<file path="src/rtl/pc_sequencer.sv">
// Fetch-side PC sequencer: resolves branch/JAL from decode,
// drives the fetch handshake, redirects the PC and flushes IF/ID.
module pc_sequencer #(
  parameter int unsigned XLEN         = 32,
  parameter logic [XLEN-1:0] RESET_PC = '0,
  parameter int unsigned FLUSH_CYCLES = 2
) (
  input  logic            clk,
  input  logic            rst,
  input  logic            stall,
  input  logic            id_valid,
  input  logic            branch,
  input  logic            jump,
  input  logic [2:0]      func3,
  input  logic [XLEN-1:0] id_pc,
  input  logic [XLEN-1:0] imm,
  input  logic [XLEN-1:0] rs1_data,
  input  logic [XLEN-1:0] rs2_data,
  input  logic            if_ack,
  output logic            if_req,
  output logic [XLEN-1:0] if_addr,
  output logic [XLEN-1:0] pc,
  output logic            flush,
  output logic            redirect,
  output logic            misalign
);

  typedef enum logic [1:0] {
    BOOT  = 2'd0,
    FETCH = 2'd1,
    FLUSH = 2'd2
  } state_t;

  localparam logic [XLEN-1:0] STEP = XLEN'(4);
  localparam logic [2:0] FLUSH_INIT = 3'(FLUSH_CYCLES);

  state_t state;
  state_t state_nx;
  logic [2:0] cnt;
  logic [2:0] cnt_nx;

  logic [XLEN-1:0] sum;
  logic [XLEN-1:0] target;
  logic [XLEN-1:0] pc_nx;
  logic cond;
  logic taken;
  logic take;
  logic mis;
  logic req_nx;
  logic flush_nx;
  logic redir_nx;
  logic mis_nx;

  assign sum    = id_pc + imm;
  assign target = {sum[XLEN-1:1], 1'b0};

  // branch condition from func3
  always_comb begin
    cond = 1'b0;
    case (func3)
      3'b000:  cond = (rs1_data == rs2_data);
      3'b001:  cond = (rs1_data != rs2_data);
      3'b100:  cond = ($signed(rs1_data) < $signed(rs2_data));
      3'b101:  cond = ($signed(rs1_data) >= $signed(rs2_data));
      3'b110:  cond = (rs1_data < rs2_data);
      3'b111:  cond = (rs1_data >= rs2_data);
      default: cond = 1'b0;
    endcase
  end

  // a jump wins over a branch; misaligned targets never redirect
  assign taken = id_valid & ~stall & (state == FETCH)
               & (jump | (branch & cond));
  assign take  = taken & ~target[1];
  assign mis   = taken & target[1];

  // state and flush counter register
  always_ff @(posedge clk) begin
    if (rst) begin
      state <= BOOT;
      cnt   <= 3'd0;
    end else begin
      state <= state_nx;
      cnt   <= cnt_nx;
    end
  end

  // next-state logic; flush count runs even under stall
  always_comb begin
    state_nx = state;
    cnt_nx   = cnt;
    case (state)
      BOOT: state_nx = FETCH;
      FETCH: begin
        if (take) begin
          state_nx = FLUSH;
          cnt_nx   = FLUSH_INIT;
        end
      end
      FLUSH: begin
        cnt_nx = cnt - 3'd1;
        if (cnt <= 3'd1) begin
          state_nx = FETCH;
          cnt_nx   = 3'd0;
        end
      end
      default: begin
        state_nx = BOOT;
        cnt_nx   = 3'd0;
      end
    endcase
  end

  // next values of the registered outputs and PC
  always_comb begin
    pc_nx    = pc;
    req_nx   = (state_nx != BOOT);
    flush_nx = (state_nx == FLUSH);
    redir_nx = take;
    mis_nx   = mis;
    if (take) begin
      pc_nx = target;
    end else if (state != BOOT && !stall && if_ack) begin
      pc_nx = pc + STEP;
    end
  end

  // registered outputs
  always_ff @(posedge clk) begin
    if (rst) begin
      pc       <= RESET_PC;
      if_req   <= 1'b0;
      flush    <= 1'b0;
      redirect <= 1'b0;
      misalign <= 1'b0;
    end else begin
      pc       <= pc_nx;
      if_req   <= req_nx;
      flush    <= flush_nx;
      redirect <= redir_nx;
      misalign <= mis_nx;
    end
  end

  assign if_addr = pc;

endmodule
</file>
<file path="config.mk">
export PLATFORM = sky130hd
export DESIGN_NAME = pc_sequencer
export DESIGN_NICKNAME = d
export VERILOG_FILES = /design/src/rtl/pc_sequencer.sv
export SDC_FILE = /design/constraint.sdc
export NUM_CORES = 1
export LEC_CHECK = 0
export CORE_MARGIN = 5
export CORE_UTILIZATION = 44
export CTS_CLUSTER_DIAMETER = 60
export CTS_CLUSTER_SIZE = 24
export DETAILED_ROUTE_END_ITERATION = 12
export GPL_TIMING_DRIVEN = 0
export PLACE_DENSITY = 0.83
export SLEW_MARGIN = 20
export SYNTH_ARGS = -nofsm -noshare
export SYNTH_HDL_FRONTEND = slang
export SYNTH_SLANG_ARGS = --single-unit
</file>
<file path="constraint.sdc">
create_clock -name clk -period 4.6 [get_ports clk]
set_input_delay 1.15 -clock clk [delete_from_list [all_inputs] [get_ports clk]]
set_output_delay 1.15 -clock clk [all_outputs]
set_load 0.005 [all_outputs]
</file>
==> impl_results.md, run 1 <==
* Post-CTS setup buffers at 0
* Diode count at 0
* Worst Tran Pin Value at 0.7759 ns
* WL per Instance at 15.91 microns
* Adder-Cell Fraction of Synth Area at 0.1833
* WP buf/inv at 1
* Proportion of layout cells with a drive suffix above 1 at 0.08557
* Commonest non-fill, non-tap cell in the layout: clkdlybuf4s50_1
* Latest clock arrival within the worst-skew pair at 0.29 ns
* Total Routed Length at 15250 microns
* Commonest non-fill, non-tap cells in the layout: clkdlybuf4s50_1 (202), ha_1 (69), nor2_1 (52)
* Clk slew on worst S/H paths at 0.08 ns
* Crit path launch type: primary input
* Vias in the first global route at 5242
* Combinational family with the most area after synthesis: compound AO/OA/AOI/OAI gates
* Fmax at 230.0 MHz
* Sink Count at 40
* Height of the die at 114.7 microns
* Maximum vdd drop at 0.1290 mV
* Seq/Total Area, Yosys at 0.1661
* Distinct cells, synth at 69
* Final Skew at 0.008756 ns
* Area Growth Syn to Fin at 47.90%
* # hold bufs at CTS at 0
* Row count at 38
* First-pass GRT wire length at 24090 microns
* Critical Path End Type: register
* Drt initial violations at 214
* Fin Setup TNS at 0 ns
* Worst EP arrival at 4.50 ns
* Tmin final at 4.348 ns
* RSZ-0062 raised after global routing: false
* Lkg Pwr at 3.065 nW
* Synth Area in Compound Gates at 0.2375
* Relative slew slack at 0.4693
* Initial Util at 0.4466
* I/O pins at 206
* Post-CTS resize count at 0
* Vias/cell at 5.302
* Xor/xnor share of the synthesized area at 0.09813
* Gpl congestion at 0.8937
* Multiplexer area fraction after synthesis at 0.002077
* Post-Synthesis Cells at 607
* Yosys reg bits at 40
* Ys async rst share at 0
* Core ar. at 0.01079 sq mm
* CTS tree: yes
* Crit-path cells: clkdlybuf4s50_1, ha_1, a21oi_1, o21ai_0, a211oi_1, a21boi_0, o21ai_0, a21o_1, a21oi_1, xor2_1, a211oi_1
* Yosys warns at 0
* CTS Buffer Depth at 2
* CP Class: in -> reg
* Final std cell area, no fill at 0.007128 sq mm
* Die area at 0.01315 sq mm
* CTS HTree Levels at 2
* Hpwl dp at 13020 microns
* CTS root buffer: clkbuf_8
* Die width at 114.7 microns
* Maxcap violations at 0
* Final hold vios at 0
* Crit path max fanout at 6
* Slowest-stage cell, CP: a21boi_0
* Critical Path RT at 4.76 ns
* Post-synth EDFFs at 0
* Total grt overflow at 0
* Simple-Gate Fraction of Synth Area at 0.2087
* Num CTS Buffers at 5
* Via count at 5079
* Largest net degree at the start of global routing at 13
* Initial antenna violation count at 0
* Syn Std Cell Area at 0.004820 sq mm
* Post-route ant nets at 0
* Nets at 1025
* Outcome: finished, final reports clean
* Placed Area at 0.007020 sq mm
* Drc violations at 0
* Synth Flop Type: dfxtp_1
* Gr usage total at 0.2224
* Slew Viols, Final at 0
* Power Dens Cells at 167.7 mW/mm^2
* DR pass1 iterations at 4
* IO Port Bufs at 202
* Tcrit/Tclk final at 0.9452
* Worst min path class: reg -> reg
* Syn Area/Cell at 7.940 sq um
* Max stage delay on crit path at 0.68 ns
* Worst path top cell family by delay: compound AO/OA/AOI/OAI gates
* Setup violators final at 0
==> per-layer routing <==
layer | vias to the layer above | part of all wire | track usage
met5 | - | 0 | 0
met3 | 25 | 0.055 | 0.03013
met1 | 2308 | 0.41 | 0.2582
met4 | 0 | 0.028 | 0.07997
met2 | 170 | 0.51 | 0.4121
li1 | 2576 | - | -
==> layout make-up <==
| cell class | count | area (sq um) |
|---|---|---|
| Multi-Input combinational cell | 477 | 3525 |
| Clock buffer | 6 | 72.57 |
| Inverter | 47 | 176.4 |
| Tap cell | 140 | 175.2 |
| Fill cell | 889 | 3665 |
| Timing Repair Buffer | 202 | 2022 |
| Buffer | 44 | 321.6 |
| Sequential cell | 40 | 800.8 |
| Clock inverter | 2 | 35.03 |
==> flip-flops by register name, summed over array words and instances, names as in the netlist <==
name and cells:
if_addr 31, cnt 3, state 2, flush 1, if_req 1, misalign 1
redirect 1
==> worst register-to-register path, cell delays in order, from the launching register on <==
cell      delay, ns
dfxtp_1        0.43
inv_1          0.11
ha_1           0.26
nor3b_2        0.34
and2_0         0.18
clkbuf_1       0.24
and4_1         0.37
nand2_1        0.16
nor2_1         0.20
nand2_1        0.10
xnor2_1        0.15
nor2_1         0.06
a211oi_1       0.19
==> where the power goes <==
part	switching (mW)	total (mW)	internal (mW)
sequential	0.0177	0.375	0.357
clock	0.126	0.287	0.161
combinational	0.242	0.533	0.291
==> final timing paths <==
check,cells after the start,end,from,slack [ns]
hold reg to reg,2,cnt[0],cnt[0],0.53
setup / recovery,11,if_addr[25],id_pc[10],0.25
hold / removal,2,cnt[0],cnt[0],0.53
setup reg to reg,12,if_addr[22],state[0],1.74
==> synth_stat cells (5+ instances only) <==
master    instances  area share
xnor2_1          30       0.055
a21oi_1          50       0.052
nand4_1          17       0.022
and3_1            9       0.012
o21a_1           10       0.016
nor3_1            5      0.0052
and4_1            8       0.015
nand3_1          20       0.021
a211oi_2          8       0.021
nor2_1           52       0.040
inv_1            47       0.037
o21ai_0          20       0.021
ha_1             69        0.18
a211oi_1         16       0.025
xor2_1           24       0.044
nand2_1          42       0.033
nor2b_1           5      0.0065
dfxtp_1          40        0.17
a21o_1           18       0.028
o31ai_1           5      0.0078
buf_4            34       0.053
==> kinds of logic after synthesis <==
logic type	count (synthesis)
xor gates and xnor gates	54
DFF	40
buffers and inverters	91
and+or+nand+nor	186
AOI/OAI and AO/OA	164
other	1
muxes	1
adders and majority gates	70
==> through the flow <==
stage	utilization	hold WS [ns]	std cells	setup slack, ns	power (mW)
2_1_floorplan	-	0.4662	608	1.082	0.6771
3_3_place_gp	0.6505	0.4870	950	0.01558	0.8967
3_5_place_dp	0.6505	0.4848	950	-0.04093	0.9116
4_1_cts	0.6604	0.5305	958	0.2531	1.199
5_1_grt	0.6604	0.5571	958	0.03872	1.273
6_report	0.6604	0.5295	958	0.2520	1.195
Power figures use the tool's default switching activity.
==> inputs of run 2 (changes only) <==
--- a/config.mk
+++ b/config.mk
@@ -6,12 +6,14 @@
 export NUM_CORES = 1
 export LEC_CHECK = 0
 export CORE_MARGIN = 5
-export CORE_UTILIZATION = 44
+export CORE_UTILIZATION = 45
+export CTS_BUF_LIST = sky130_fd_sc_hd__clkbuf_8
 export CTS_CLUSTER_DIAMETER = 60
 export CTS_CLUSTER_SIZE = 24
 export DETAILED_ROUTE_END_ITERATION = 12
 export GPL_TIMING_DRIVEN = 0
-export PLACE_DENSITY = 0.83
+export HOLD_SLACK_MARGIN = 0.06
+export PLACE_DENSITY = 0.84
 export SLEW_MARGIN = 20
 export SYNTH_ARGS = -nofsm -noshare
 export SYNTH_HDL_FRONTEND = slang
==> impl_results.md, run 2 (synthesis results as in run 1) <==
* Outcome: finished, final reports clean
* CTS Buffer Depth at 2
* CTS root buffer: clkbuf_8
* DR pass1 iterations at 5
* Register Area at 800.8 sq um
* Lkg Pwr at 3.064 nW
* Largest net degree at the start of global routing at 14
* Maximum vdd drop at 0.1551 mV
* Tmin final at 4.307 ns
* Latest clock arrival within the worst-skew pair at 0.30 ns
* Initial antenna violation count at 0
* Pre-CTS WS at 0.03085 ns
* Final Skew at 0.007824 ns
* Sink Count at 40
* Critical Path RT at 4.76 ns
* Total grt overflow at 0
* Commonest non-fill, non-tap cells in the layout: clkdlybuf4s50_1 (202), ha_1 (69), nor2_1 (52)
* Post-CTS setup buffers at 0
* Die area at 0.01288 sq mm
* Vias in the first global route at 5330
* Area of the multi-input gates at 0.003525 sq mm
* Tcrit/Tclk final at 0.9364
* I/O pins at 206
* Num CTS Buffers at 5
* Slew Viols, Final at 0
* # hold bufs at CTS at 0
* IO Port Bufs at 202
* Row count at 37
* Height of the die at 113.5 microns
* Final hold vios at 0
* Sw Share at 0.3258
* Power Dens Cells at 168.4 mW/mm^2
* Nets at 1025
* Critical Path End Type: register
* Fillers at 857
* Post-CTS resize count at 0
* Fin Setup TNS at 0 ns
* Worst Tran Pin Value at 0.6891 ns
* Clock power share at 0.243
* CP Class: in -> reg
* Core ar. at 0.01037 sq mm
* Crit path launch type: primary input
* CTS tree: yes
* Final core utilization at 0.6873
* Drc violations at 0
* Max reg flops at 31
* Worst min path class: reg -> reg
* Proportion of layout cells with a drive suffix above 1 at 0.08680
* Gpl congestion at 0.9197
* Post-route ant nets at 0
* Relative slew slack at 0.5365
* Switch Pwr at 0.3911 mW
* Clk slew on worst S/H paths at 0.08 ns
* Final worst setup slack at 0.2928 ns
* Hpwl dp at 12790 microns
* Via count at 5132
* Crit path max fanout at 6
* Vias/cell at 5.379
* CTS HTree Levels at 2
* Diode count at 0
* Commonest non-fill, non-tap cell in the layout: clkdlybuf4s50_1
* Power Internal at 0.8093 mW
* Worst EP arrival at 4.47 ns
* Fmax at 232.2 MHz
* RSZ-0062 raised after global routing: false
* Area Growth Syn to Fin at 47.87%
* Die width at 113.5 microns
* Drt initial violations at 337
* Initial Util at 0.4648
* Power, Total at 1.200 mW
* First-pass GRT wire length at 24330 microns
* Gr usage total at 0.2236
* Comb pwr share at 0.445
* Total Routed Length at 14960 microns
* Maxcap violations at 0
* WL per Instance at 15.68 microns
* Seq pwr share at 0.312
* Setup violators final at 0
[run 2: cell count changes in the layout (fill, tap and decap cells not counted)]
cell        previous run  this run
clkbuf_1               5         4
clkinvlp_4             0         1
[run 2: path summary, 6_finish.rpt]
| path | start | end | cells after the start | slack [ns] |
|---|---|---|---|---|
| setup / recovery | id_pc[10] | if_addr[25] | 11 | 0.29 |
| hold / removal | cnt[0] | cnt[0] | 2 | 0.51 |
| setup reg to reg | state[0] | if_addr[24] | 12 | 1.74 |
| hold reg to reg | cnt[0] | cnt[0] | 2 | 0.51 |
[run 2: layout make-up]
type	count	share of cell area
clock inverter	3	0.005969
tap	136	0.02388
multi-input combinational	477	0.4946
buffer	44	0.04512
timing repair buffer	202	0.2837
clock buffer	5	0.009656
inverter	47	0.02475
sequential	40	0.1124
[run 2: routing by layer]
layer  global-route usage  routed length (microns)
met1               0.2570                     6138
met2               0.4264                     7630
met3              0.03926                      907
met4              0.05128                      280
met5                    0                        0
[run 2: power by group through the flow]
stage | sequential [mW] | clock, mW | combinational [mW]
final | 0.375 | 0.291 | 0.534
after global routing | 0.377 | 0.311 | 0.586
after CTS | 0.375 | 0.296 | 0.533
after detailed placement | 0.383 | 0 | 0.530
after global placement | 0.382 | 0 | 0.513
after floorplan | 0.379 | 0 | 0.298
[run 2: through the flow]
stage	hold slack (ns)	area (sq um)	instances
2_1_floorplan	0.4662	4823	608
6_report	0.5094	7127	954
3_5_place_dp	0.4968	7015	946
3_3_place_gp	0.4852	7015	946
5_1_grt	0.5366	7127	954
4_1_cts	0.5087	7127	954
[run 2: critical path, cell delays in order]
cell	delay [ns]
clkdlybuf4s50_1	0.40
ha_1	0.39
a21oi_1	0.29
o21ai_0	0.16
a211oi_1	0.41
a21boi_0	0.62
o21ai_0	0.27
a21o_1	0.24
a21oi_1	0.17
xor2_1	0.25
a211oi_1	0.10
==> inputs of run 3 (changes only) <==
--- a/config.mk
+++ b/config.mk
@@ -11,6 +11,7 @@
 export CTS_CLUSTER_DIAMETER = 60
 export CTS_CLUSTER_SIZE = 24
 export DETAILED_ROUTE_END_ITERATION = 12
+export GPL_ROUTABILITY_DRIVEN = 1
 export GPL_TIMING_DRIVEN = 0
 export HOLD_SLACK_MARGIN = 0.06
 export PLACE_DENSITY = 0.84
==> results of run 3 <==
The final DEF is identical to that of run 2; final timing and power are the same.
